==> config.mk <==
export PLATFORM = sky130hd
export DESIGN_NAME = key_conditioner
export DESIGN_NICKNAME = d
export VERILOG_FILES = /design/src/rtl/key_conditioner.sv
export SDC_FILE = /design/constraint.sdc
export NUM_CORES = 1
export LEC_CHECK = 0
export ABC_CLOCK_PERIOD_IN_PS = 2700
export BUFFER_PORTS_ARGS = -buffer_cell sky130_fd_sc_hd__clkbuf_2
export CELL_PAD_IN_SITES_DETAIL_PLACEMENT = 0
export CELL_PAD_IN_SITES_GLOBAL_PLACEMENT = 1
export CORE_ASPECT_RATIO = 2
export CORE_UTILIZATION = 45
export DETAILED_ROUTE_END_ITERATION = 10
export PLACE_DENSITY = 0.8
export SYNTH_ARGS = -nofsm -noshare
export SYNTH_HDL_FRONTEND = slang
export SYNTH_SLANG_ARGS = --single-unit
export TNS_END_PERCENT = 5
==> constraint.sdc <==
create_clock -name clk_i -period 2.7 [get_ports clk_i]
set_input_delay 0.135 -clock clk_i [delete_from_list [all_inputs] [get_ports clk_i]]
set_output_delay 0.135 -clock clk_i [all_outputs]
set_load 0.01 [all_outputs]
==> src/rtl/key_conditioner.sv <==
// Board button/switch front end for the radix-4 multiplier: synchronizes and debounces KEY,
// turns presses into one-clock commands, and locks out operand/start while a multiply runs.
module key_conditioner #(
    parameter int unsigned DB_COUNT = 500000,
    parameter int unsigned CNT_W    = 19,
    parameter int unsigned TIMEOUT  = 1024,
    parameter int unsigned TO_W     = 10
) (
    input  logic       clk_i,
    input  logic       rst_ni,
    input  logic [3:0] key_i,
    input  logic [7:0] sw_i,
    input  logic       done_i,
    output logic       start_o,
    output logic       get_a_o,
    output logic       get_b_o,
    output logic       put_out_o,
    output logic [7:0] in_o,
    output logic       busy_o
);

    localparam logic [CNT_W-1:0] DbLast = CNT_W'(DB_COUNT - 1);
    localparam logic [TO_W-1:0]  ToLast = TO_W'(TIMEOUT - 1);

    typedef enum logic {StIdle, StRun} state_e;

    logic [3:0]            key_s1_q, key_s2_q;
    logic [3:0]            stable_q, stable_d;
    logic [3:0][CNT_W-1:0] cnt_q, cnt_d;
    logic [3:0]            press_d, p_q;
    logic [7:0]            sw_s1_q, sw_s2_q;
    logic [7:0]            in_q;
    logic [TO_W-1:0]       to_cnt_q;
    logic                  done_q;
    logic                  done_rise;
    state_e                state_q;

    // Any sample that matches the accepted level restarts the count, so bounce is absorbed.
    always_comb begin
        stable_d = stable_q;
        cnt_d    = cnt_q;
        for (int i = 0; i < 4; i++) begin
            if (key_s2_q[i] == stable_q[i]) begin
                cnt_d[i] = '0;
            end else if (cnt_q[i] == DbLast) begin
                stable_d[i] = key_s2_q[i];
                cnt_d[i]    = '0;
            end else begin
                cnt_d[i] = cnt_q[i] + 1'b1;
            end
        end
        press_d = stable_q & ~stable_d;
    end

    always_ff @(posedge clk_i or negedge rst_ni) begin
        if (!rst_ni) begin
            key_s1_q <= '1;
            key_s2_q <= '1;
            stable_q <= '1;
            cnt_q    <= '0;
            p_q      <= '0;
            sw_s1_q  <= '0;
            sw_s2_q  <= '0;
        end else begin
            key_s1_q <= key_i;
            key_s2_q <= key_s1_q;
            stable_q <= stable_d;
            cnt_q    <= cnt_d;
            p_q      <= press_d;
            sw_s1_q  <= sw_i;
            sw_s2_q  <= sw_s1_q;
        end
    end

    assign done_rise = done_i & ~done_q;

    always_ff @(posedge clk_i or negedge rst_ni) begin
        if (!rst_ni) begin
            state_q  <= StIdle;
            to_cnt_q <= '0;
            done_q   <= 1'b0;
            in_q     <= '0;
        end else begin
            done_q <= done_i;
            case (state_q)
                StIdle: begin
                    in_q <= sw_s2_q;
                    if (p_q[0]) begin
                        state_q  <= StRun;
                        to_cnt_q <= '0;
                    end
                end
                StRun: begin
                    if (done_rise || (to_cnt_q == ToLast)) begin
                        state_q <= StIdle;
                    end else begin
                        to_cnt_q <= to_cnt_q + 1'b1;
                    end
                end
            endcase
        end
    end

    // Commands issued during RUN are dropped, not queued.
    assign start_o   = p_q[0] & (state_q == StIdle);
    assign get_a_o   = p_q[1] & (state_q == StIdle);
    assign get_b_o   = p_q[2] & (state_q == StIdle);
    assign put_out_o = p_q[3];
    assign busy_o    = (state_q == StRun);
    assign in_o      = in_q;

endmodule

* After elaboration in Yosys (flattened, before gate mapping)
Cells that the tools add are included.
Storage, ports and cells: register bits after elaboration 128, output and inout bits 13, logic and storage cells 62
Cells by class: add/subtract/negate cells 5, equal/unequal tests 11, mux-type cells 22, bitwise logic cells 8, reduce and logical (&&, ||, !) cells 2
Operators by type and width (count):
- two-way mux 19 bit | 8
- adder 19 x 1 -> 19 bit, second input constant | 4
- == test 19 bit, second input constant | 4
- two-way mux 10 bit | 2
- case mux 10 bit (2 select lines) | 1
- adder 10 x 1 -> 10 bit, second input constant | 1
- == test 10 bit, second input constant | 1
- two-way mux 1 bit | 10
- AND 1 bit | 4
- AND 4 bit | 1
- == test 1 bit | 4
- inequality test 2 bit, second input constant | 2
- inverter 4 bit | 1
- inverter 1 bit | 2
- case mux 1 bit (2 select lines) | 1
- AND reduction 2 bit | 1
- logical OR 1 bit | 1

* Longest topological paths before layout
Gate-level depths: netlist (run 1).
depth after elaboration 5, gate-level depth with buffers 6, gate-level depth less buffers 6

* Least setup slack after synthesis (run 1)
OpenSTA, ideal clock, no wires.
path kind register -> register, from register cnt_q[7] (netlist name), to register cnt_q[10] (netlist name), library setup time 0.119 ns, arrival 1.897 ns, data required time 2.581 ns, setup slack 0.684 ns, cell stages (with the launch flop) 6, buffers on the path 1, clock period less this slack 2.016 ns, cell sequence dfrtp_1 or4b_1 or4_4 o21ai_4 buf_6 nor2_1
RTL lines:
- from (decl) | line 29 | logic [3:0][CNT_W-1:0] cnt_q, cnt_d;
- from (signal assigned) | line 68 | cnt_q <= cnt_d;

==> flow_metrics.py, run 1 <==
metrics = {
    "status": {
        "status": "finished clean",
    },
    "worst_setup_path": {
        "crit_type": "reg2reg",
        "crit_required_ns": 2.97,
        "crit_fanout": 19,
        "worstPathArrival_ns": 2.50,
        "endpoint_kind": "register",
        "start_kind": "register",
    },
    "sta": {
        "drv_slew": 0,
        "hold_viol": 0,
        "timing.setup.tns_ns": 0,
        "worst_pin_slew_ns": 0.628,
        "slew_headroom": 0.577,
        "period_share": 0.825,
        "skew_ns": 0.00630,
        "setup_viol": 0,
        "setup_slack_ns": 0.473,
        "max_freq_ghz": 0.449,
        "grt_setup_unrepaired": "false",
        "fin_crit_ns": 2.23,
    },
    "route": {
        "postRouteAntennaNets": 0,
        "num_vias": 4095,
        "dr.pass1.iters": 6,
        "post_drt_wl_per_cell_microns": 15.3,
        "via_per_inst": 5.53,
        "drt_iter0_drc": 157,
        "drcViolationCount": 0,
        "drt-total-wl_mm": 11.3,
    },
    "cells_and_area": {
        "fillCellCount": 1041,
        "final_util": 0.555,
        "final_common_cell": "dfrtp_1",
        "antenna-diode-count": 0,
        "layout-drive-gt1-share": 0.175,
        "num-nets-final": 600,
        "layout_common_cells": "dfrtp_1 (116), nor2_1 (68), xnor2_1 (44)",
        "area_growth_pct": 19.8,
    },
    "worst_hold_path": {
        "min_path_type": "in2async",
    },
    "grt": {
        "grt.total_usage": 0.198,
        "grt_overflow_total": 0,
        "grt_pass1_wl_mm": 19.7,
        "grt_max_degree": 50,
        "grt_pass1_vias": 4311,
        "antenna_found_initial": 0,
    },
    "floorplanning": {
        "ios": 28,
        "dieHeight_microns": 160,
        "initial_core_util": 0.463,
        "die_w_microns": 81.2,
        "placementRows": 57,
        "dieArea_sq_um": 13000,
        "design.core.area_sq_um": 12200,
    },
    "power_and_ir_drop": {
        "power_leakage_nw": 2.80,
        "peakVddDrop_v": 0.000536,
        "power_density_nw_per_um2": 650,
    },
    "logic_synthesis": {
        "syn_nets": 538,
        "ys_seq_area_frac": 0.570,
        "syn_avg_cell_area_sq_um": 10.9,
        "ys_warn_count": 0,
        "synthFlopType": "dfrtp_1",
        "synthArstFlopShare": 1.00,
        "ys_seq_elements": 128,
        "yosys.area.top_type": "dfrtp_1",
        "yosysTopAreaCellShare": 0.514,
        "netlist_area_sq_um": 5650,
        "synth.area.top_cells": "dfrtp_1 (51%), xnor2_1 (6.8%), dfstp_2 (5.6%), nor2_1 (4.5%), nand3_1 (2.7%)",
        "synth_edf_count": 0,
        "postSynthCellCount": 518,
        "synth_cell_types": 50,
    },
    "clock_tree": {
        "htree_levels": 4,
        "worstSkewPairLatency_ns": 0.41,
        "cts-buffers-inserted": 17,
        "post-cts-setup-buffer-count": 0,
        "clock_sinks": 128,
        "clock_path_buffers": 2,
        "cts_tree": "yes",
        "clkTransAtPathRegs_ns": 0.06,
        "cts-root-buf": "clkbuf_16",
    },
    "place": {
        "place.gp.congestion": 0.808,
        "dp_hpwl_mm": 7.90,
        "post-place-ws_ns": 0.502,
        "io_buffers": 27,
    },
    "run": {
        "cap_violations": 0,
    },
}
## sequential cells by signal (all words and copies together), names as in the netlist
signal    count
busy_o        1
cnt_q        76
done_q        1
in_o          8
key_s1_q      4
key_s2_q      4
p_q           4
stable_q      4
sw_s1_q       8
sw_s2_q       8
to_cnt_q     10
## worst paths after layout
check / from / endpoint / slack (ns) / cells past startpoint
max in group asynchronous: rst_ni / stable_q[2]$_DFF_PN1_ / 1.58 / 3
min in group clk_i: sw_s1_q[5]$_DFF_PN0_ / sw_s2_q[5]$_DFF_PN0_ / 0.35 / 0
max: cnt_q[6]$_DFF_PN0_ / cnt_q[8]$_DFF_PN0_ / 0.47 / 4
min: rst_ni / cnt_q[50]$_DFF_PN0_ / 0.27 / 2
min reg2reg: sw_s1_q[5]$_DFF_PN0_ / sw_s2_q[5]$_DFF_PN0_ / 0.35 / 0
max reg2reg: cnt_q[6]$_DFF_PN0_ / cnt_q[8]$_DFF_PN0_ / 0.47 / 4
## layer usage
| layer | vias up | track usage | part of all wire |
|---|---|---|---|
| li1 | 1962 | - | - |
| met1 | 2022 | 0.221 | 0.39 |
| met2 | 94 | 0.350 | 0.55 |
| met3 | 17 | 0.0472 | 0.034 |
| met4 | 0 | 0.0787 | 0.017 |
| met5 | - | 0 | 0 |
## report_power, final
| part | total (mW) | internal [mW] | switching [mW] |
|---|---|---|---|
| registers | 1.99 | 1.96 | 0.0296 |
| logic | 0.138 | 0.0561 | 0.0817 |
| clock network | 2.27 | 1.43 | 0.835 |
## worst max-delay path, cell delays in order (launching register included)
cell	delay, ns
dfrtp_1	0.44
or4bb_1	0.53
or4_4	0.55
o21ai_4	0.44
nor2_1	0.13
## synthesized netlist by cell type, types with 7 or more instances
library cell,instances
xor2_1,16
nand2_1,28
mux2_2,12
dfstp_2,12
nand3_1,30
dfrtp_1,116
and3_1,7
a21oi_1,14
nand4_1,22
nor3_1,20
xnor2_1,44
nor4_1,22
nor2_1,68
inv_1,15
## layout make-up
| type | count | area, sq um | share of cell area |
|---|---|---|---|
| flip-flops and latches | 128 | 3220 | 0.476 |
| multi-input cells | 366 | 2330 | 0.345 |
| clock buffers | 20 | 467 | 0.0690 |
| repair buffers | 52 | 373 | 0.0551 |
| well taps | 147 | 184 | 0.0272 |
| clock inverters | 12 | 135 | 0.0200 |
| inverters | 15 | 56.3 | 0.00832 |
## cell families (layout without fill, tap and decap cells)
kind of cell | Yosys count | in the layout | synth area share
AO/OA/AOI/OAI | 42 | 42 | 0.0516
buffers and inverters | 24 | 99 | 0.0175
adder cells (fa/ha/maj) | 5 | 5 | 0.0111
XOR/XNOR | 60 | 60 | 0.0930
flip-flops | 128 | 128 | 0.570
multiplexers | 16 | 16 | 0.0310
AND/OR/NAND/NOR | 243 | 243 | 0.226
## metrics by stage
stage                     power [mW]  instance area, sq um  std cells  hold slack, ns
after floorplan                 2.07                  5650        518          -0.161
after global placement          2.15                  6020        694           0.184
after detailed placement        2.15                  6020        694           0.193
after CTS                       4.45                  6770        740           0.296
after global routing            4.56                  6770        740           0.335
final                           4.40                  6770        740           0.275
## repair_timing
action	in CTS	in global routing
hold buffers	14	0
resized for setup	0	0
hold endpoints to repair	51	0
Note: power is estimated with default switching activity, not from simulation.
==> run 2: changes to the inputs <==
--- a/config.mk
+++ b/config.mk
@@ -5,7 +5,7 @@
 export SDC_FILE = /design/constraint.sdc
 export NUM_CORES = 1
 export LEC_CHECK = 0
-export ABC_CLOCK_PERIOD_IN_PS = 2700
+export ABC_CLOCK_PERIOD_IN_PS = 2100
 export BUFFER_PORTS_ARGS = -buffer_cell sky130_fd_sc_hd__clkbuf_2
 export CELL_PAD_IN_SITES_DETAIL_PLACEMENT = 0
 export CELL_PAD_IN_SITES_GLOBAL_PLACEMENT = 1
==> constraint.sdc (replaced) <==
create_clock -name clk_i -period 2.1 [get_ports clk_i]
set_input_delay 0.105 -clock clk_i [delete_from_list [all_inputs] [get_ports clk_i]]
set_output_delay 0.105 -clock clk_i [all_outputs]
set_load 0.01 [all_outputs]
==> run 2 against run 1 <==
  * Fmax rose by 9.0%
  * Hold slack got worse by 0.079 ns
  * Clock-buffer cell count rose by 6
  * Critical path type unchanged
  * Sequential share of layout area fell by 0.76 points
  * Sequential power rose by 29%
  * Clock skew rose by 0.0021 ns
  * Critical endpoint is now stable_q[0]$_DFF_PN1_
  * Die area did not move
  * First-iteration DRC count rose by 36%
==> flow_metrics.py, run 2 (synthesis gave the netlist of run 1 again) <==
metrics = {
    "route": {
        "num_vias": 4138,
        "post_drt_wl_per_cell_microns": 15.5,
        "drt-total-wl_mm": 11.7,
        "drcViolationCount": 0,
        "dr.pass1.iters": 5,
        "drt_iter0_drc": 213,
        "postRouteAntennaNets": 0,
        "via_per_inst": 5.48,
    },
    "sta": {
        "period_share": 0.973,
        "setup_slack_ns": 0.0562,
        "setup_viol": 0,
        "holdWs_ns": 0.195,
        "drv_slew": 0,
        "timing.setup.tns_ns": 0,
        "skew_ns": 0.00843,
        "hold_viol": 0,
        "slew_headroom": 0.535,
        "worst_pin_slew_ns": 0.692,
        "fin_crit_ns": 2.04,
        "max_freq_ghz": 0.489,
        "grt_setup_unrepaired": "false",
    },
    "grt": {
        "grt.total_usage": 0.203,
        "grt_pass1_wl_mm": 20.2,
        "antenna_found_initial": 0,
        "grt_max_degree": 39,
        "grt_pass1_vias": 4382,
        "grt_overflow_total": 0,
    },
    "power_and_ir_drop": {
        "swShare": 0.202,
        "p_int_mw": 4.47,
        "power_frac_comb": 0.034,
        "power_leakage_nw": 2.89,
        "p_sw_mw": 1.13,
        "power_mw": 5.60,
        "power_density_nw_per_um2": 815,
        "peakVddDrop_v": 0.000656,
        "clock_power_share": 0.509,
        "power_frac_seq": 0.458,
    },
    "floorplanning": {
        "dieHeight_microns": 160,
        "placementRows": 57,
        "initial_core_util": 0.463,
        "dieArea_sq_um": 13000,
        "die_w_microns": 81.2,
        "ios": 28,
        "design.core.area_sq_um": 12200,
    },
    "run": {
        "cap_violations": 0,
    },
    "worst_setup_path": {
        "crit_fanout": 2,
        "reg2reg_slack_ns": 0.06,
        "worstPathArrival_ns": 2.38,
        "start_kind": "register",
        "path_delay_family": "simple AND/OR/NAND/NOR gates",
        "slowest_delay_ns": 0.59,
        "crit_required_ns": 2.43,
        "crit_chain": "or4b_1 > or4_4 > nor2_4 > mux2_2",
        "critPathSlowestCell": "or4_4",
        "crit_type": "reg2reg",
        "endpoint_kind": "register",
        "crit_buf_inv": 0,
    },
    "place": {
        "place.gp.congestion": 0.829,
        "io_buffers": 27,
        "dp.cells": 709,
        "place_area_sq_um": 6150,
        "post-place-ws_ns": 0.0206,
        "dp_hpwl_mm": 8.20,
    },
    "cells_and_area": {
        "area_growth_pct": 21.7,
        "num-nets-final": 615,
        "antenna-diode-count": 0,
        "layout_common_cells": "dfrtp_1 (116), nor2_1 (67), xnor2_1 (44)",
        "fillCellCount": 1030,
        "largest_registers": "cnt_q (76), to_cnt_q (10)",
        "layout-drive-gt1-share": 0.189,
        "largest_reg_flops": 76,
        "design_area_sq_um": 6880,
        "final_util": 0.564,
        "regMostFlops": "cnt_q",
        "final_common_cell": "dfrtp_1",
        "layout.cells.non_filler": 755,
    },
    "clock_tree": {
        "clock_path_buffers": 2,
        "worstSkewPairLatency_ns": 0.41,
        "cts_tree": "yes",
        "cts-root-buf": "clkbuf_16",
        "clkTransAtPathRegs_ns": 0.06,
        "cts-buffers-inserted": 17,
        "clock_sinks": 128,
        "htree_levels": 4,
    },
    "status": {
        "status": "finished clean",
    },
    "worst_hold_path": {
        "min_path_type": "in2async",
    },
}
-- run 2: metal layers --
layer  part of all wire  global-route usage
met1               0.39               0.225
met3              0.032              0.0449
met2               0.56               0.360
met4              0.020              0.0901
met5                  0                   0
-- run 2: worst reg2reg max path, stage by stage (launching register included) --
cell     delay [ns]
dfrtp_1        0.39
or4b_1         0.52
or4_4          0.59
nor2_4         0.12
mux2_2         0.34
-- run 2: cell type report --
class	count	area (sq um)	share of cell area
clock buffers	26	499	0.0726
well taps	147	184	0.0268
inverters	15	56.3	0.00819
repair buffers	67	498	0.0724
clock inverters	6	80.1	0.0116
flip-flops and latches	128	3220	0.468
multi-input cells	366	2340	0.340
-- run 2: power by group through the flow --
stage | sequential (mW) | clock [mW] | combinational [mW]
after floorplan | 2.60 | 0 | 0.0612
after global placement | 2.60 | 0 | 0.168
after detailed placement | 2.61 | 0 | 0.171
after CTS | 2.56 | 2.91 | 0.194
after global routing | 2.57 | 3.02 | 0.216
final | 2.56 | 2.85 | 0.188
-- run 2: worst paths after layout --
kind	end	cells after the start	from
max	stable_q[0]$_DFF_PN1_	4	cnt_q[7]$_DFF_PN0_
min reg2reg	sw_s2_q[7]$_DFF_PN0_	0	sw_s1_q[7]$_DFF_PN0_
min	cnt_q[52]$_DFF_PN0_	2	rst_ni
max in group asynchronous	key_s1_q[1]$_DFF_PN1_	3	rst_ni
max reg2reg	stable_q[0]$_DFF_PN1_	4	cnt_q[7]$_DFF_PN0_
min in group clk_i	key_s1_q[1]$_DFF_PN1_	2	key_i[1]
-- run 2: repair_timing --
action | in CTS | in global routing
resized for setup | 1 | 1
setup buffers | 0 | 0
gates cloned | 0 | 0
hold buffers | 14 | 0
setup endpoints to repair | 1 | 1
hold endpoints to repair | 43 | 0
==> run 3: changes to the inputs <==
--- a/config.mk
+++ b/config.mk
@@ -5,14 +5,15 @@
 export SDC_FILE = /design/constraint.sdc
 export NUM_CORES = 1
 export LEC_CHECK = 0
-export ABC_CLOCK_PERIOD_IN_PS = 2100
+export ABC_CLOCK_PERIOD_IN_PS = 2600
 export BUFFER_PORTS_ARGS = -buffer_cell sky130_fd_sc_hd__clkbuf_2
 export CELL_PAD_IN_SITES_DETAIL_PLACEMENT = 0
 export CELL_PAD_IN_SITES_GLOBAL_PLACEMENT = 1
 export CORE_ASPECT_RATIO = 2
+export CORE_MARGIN = 8
 export CORE_UTILIZATION = 45
 export DETAILED_ROUTE_END_ITERATION = 10
-export PLACE_DENSITY = 0.8
+export PLACE_DENSITY_LB_ADDON = 0.08
 export SYNTH_ARGS = -nofsm -noshare
 export SYNTH_HDL_FRONTEND = slang
 export SYNTH_SLANG_ARGS = --single-unit
==> constraint.sdc (replaced) <==
create_clock -name clk_i -period 2.6 [get_ports clk_i]
set_input_delay 0.13 -clock clk_i [delete_from_list [all_inputs] [get_ports clk_i]]
set_output_delay 0.13 -clock clk_i [all_outputs]
set_load 0.01 [all_outputs]
==> run 3 against run 2 <==
  * Hold slack better by 0.041 ns
  * Register-to-register slack better by 0.32 ns
  * Global-route usage is 6.2 points lower
  * Cell count is 1.2% lower
  * Combinational power is 24% lower
  * Via count is 3.5% lower
  * Critical path type unchanged
  * Highest routed layer unchanged
==> flow_metrics.py, run 3 (synthesis gave the netlist of run 1 again) <==
metrics = {
    "status": {
        "status": "finished clean",
    },
    "place": {
        "io_buffers": 27,
        "place.gp.congestion": 0.789,
        "post-place-ws_ns": 0.379,
        "dp_hpwl_mm": 7.16,
    },
    "clock_tree": {
        "htree_levels": 4,
        "worstSkewPairLatency_ns": 0.41,
        "cts-buffers-inserted": 17,
        "clkTransAtPathRegs_ns": 0.06,
        "clock_path_buffers": 2,
        "cts-root-buf": "clkbuf_16",
        "cts_tree": "yes",
        "cts_repair_resize_count": 0,
        "clock_sinks": 128,
    },
    "cells_and_area": {
        "area_growth_pct": 20.5,
        "largest_registers": "cnt_q (76), to_cnt_q (10)",
        "antenna-diode-count": 0,
        "regMostFlops": "cnt_q",
        "layout-drive-gt1-share": 0.180,
        "num-nets-final": 603,
        "final_common_cell": "dfrtp_1",
        "largest_reg_flops": 76,
        "layout_common_cells": "dfrtp_1 (116), nor2_1 (68), xnor2_1 (44)",
    },
    "grt": {
        "grt_overflow_total": 0,
        "antenna_found_initial": 0,
        "grt.total_usage": 0.142,
        "grt_max_degree": 61,
        "grt_pass1_vias": 4028,
        "grt_pass1_wl_mm": 18.9,
    },
    "sta": {
        "grt_setup_unrepaired": "false",
        "slew_headroom": 0.629,
        "max_freq_ghz": 0.450,
        "fin_crit_ns": 2.22,
        "holdWs_ns": 0.236,
        "period_share": 0.856,
        "skew_ns": 0.00839,
        "worst_pin_slew_ns": 0.551,
        "drv_slew": 0,
        "setup_slack_ns": 0.375,
        "setup_viol": 0,
        "timing.setup.tns_ns": 0,
        "hold_viol": 0,
    },
    "route": {
        "num_vias": 3994,
        "drt-total-wl_mm": 10.7,
        "drcViolationCount": 0,
        "postRouteAntennaNets": 0,
        "post_drt_wl_per_cell_microns": 14.3,
        "dr.pass1.iters": 4,
        "drt_iter0_drc": 122,
        "via_per_inst": 5.35,
    },
    "worst_setup_path": {
        "critPathSlowestCell": "or4_4",
        "crit_required_ns": 2.87,
        "crit_type": "reg2reg",
        "crit_path_end": "cnt_q[13]$_DFF_PN0_",
        "endpoint_kind": "register",
        "crit_fanout": 19,
        "crit_chain": "or4b_1 > or4_4 > o21ai_4 > nor2_1",
        "reg2reg_slack_ns": 0.38,
        "r2r_cells": 4,
        "path_delay_family": "simple AND/OR/NAND/NOR gates",
        "worstPathArrival_ns": 2.49,
        "cp.depth": 4,
        "timing.rr.start": "cnt_q[7]$_DFF_PN0_",
        "r2r_end": "cnt_q[13]$_DFF_PN0_",
        "slowest_delay_ns": 0.56,
        "cp-startpoint": "cnt_q[7]$_DFF_PN0_",
        "start_kind": "register",
        "crit_buf_inv": 0,
    },
    "floorplanning": {
        "dieArea_sq_um": 16600,
        "die_w_microns": 95.2,
        "ios": 28,
        "placementRows": 58,
        "design.core.area_sq_um": 12400,
        "initial_core_util": 0.455,
        "dieHeight_microns": 174,
    },
    "power_and_ir_drop": {
        "power_leakage_nw": 2.83,
        "peakVddDrop_v": 0.000469,
        "power_density_nw_per_um2": 693,
    },
    "run": {
        "cap_violations": 0,
    },
    "worst_hold_path": {
        "min_path_type": "in2async",
    },
}
-- run 3: changes by cell type in the layout (fill, tap and decap cells not counted), sizes merged --
cell / delta
inv: +6
bufinv: +1
clkbuf: -9
clkinv: +1
buf: -12
clkinvlp: +1
-- run 3: final cells by class --
| type | instances | area (sq um) |
|---|---|---|
| fillers | 1106 | 5600 |
| flip-flops and latches | 128 | 3220 |
| multi-input cells | 366 | 2330 |
| clock buffers | 17 | 425 |
| repair buffers | 55 | 387 |
| clock inverters | 15 | 201 |
| well taps | 150 | 188 |
| inverters | 15 | 56.3 |
-- run 3: worst min path at each step --
| stage | from | endpoint | cells past startpoint | slack (ns) |
|---|---|---|---|---|
| final | rst_ni | in_o[1]$_DFFE_PN0N_ | 2 | 0.24 |
| after global routing | rst_ni | in_o[1]$_DFFE_PN0N_ | 2 | 0.29 |
| after CTS | rst_ni | in_o[1]$_DFFE_PN0N_ | 2 | 0.26 |
| after detailed placement | rst_ni | in_o[1]$_DFFE_PN0N_ | 1 | 0.13 |
| after global placement | rst_ni | in_o[3]$_DFFE_PN0N_ | 1 | 0.13 |
| after floorplan | rst_ni | busy_o$_DFF_PN0_ | 0 | -0.17 |
-- run 3: worst reg2reg max path: stages (launching register included) --
cell,delay (ns)
dfrtp_1,0.44
or4b_1,0.52
or4_4,0.56
o21ai_4,0.45
nor2_1,0.12
-- run 3: per-stage QoR --
| stage | power [mW] | area, sq um | instances | utilization |
|---|---|---|---|---|
| after floorplan | 2.15 | 5650 | 518 | - |
| after global placement | 2.23 | 6040 | 700 | 0.487 |
| after detailed placement | 2.23 | 6040 | 700 | 0.487 |
| after CTS | 4.80 | 6810 | 746 | 0.549 |
| after global routing | 4.90 | 6810 | 746 | 0.549 |
| final | 4.71 | 6810 | 746 | 0.549 |
-- run 3: report_power, final --
group,total [mW],internal (mW),switching [mW]
registers,2.07,2.04,0.0283
logic,0.143,0.0579,0.0854
clock network,2.50,1.54,0.960
total,4.71,3.64,1.07
-- run 3: layer usage --
metal	share of wire	routed length [microns]	global-route usage	vias up
li1	-	-	-	1989
met5	0	0	0	-
met2	0.48	5170	0.221	35
met4	0.014	153	0.0557	0
met3	0.025	272	0.0359	12
met1	0.48	5090	0.180	1958
-- run 3: timing repair --
| action | in CTS | in global routing |
|---|---|---|
| setup buffers | 0 | 0 |
| hold buffers | 14 | 0 |
| hold endpoints to repair | 66 | 0 |
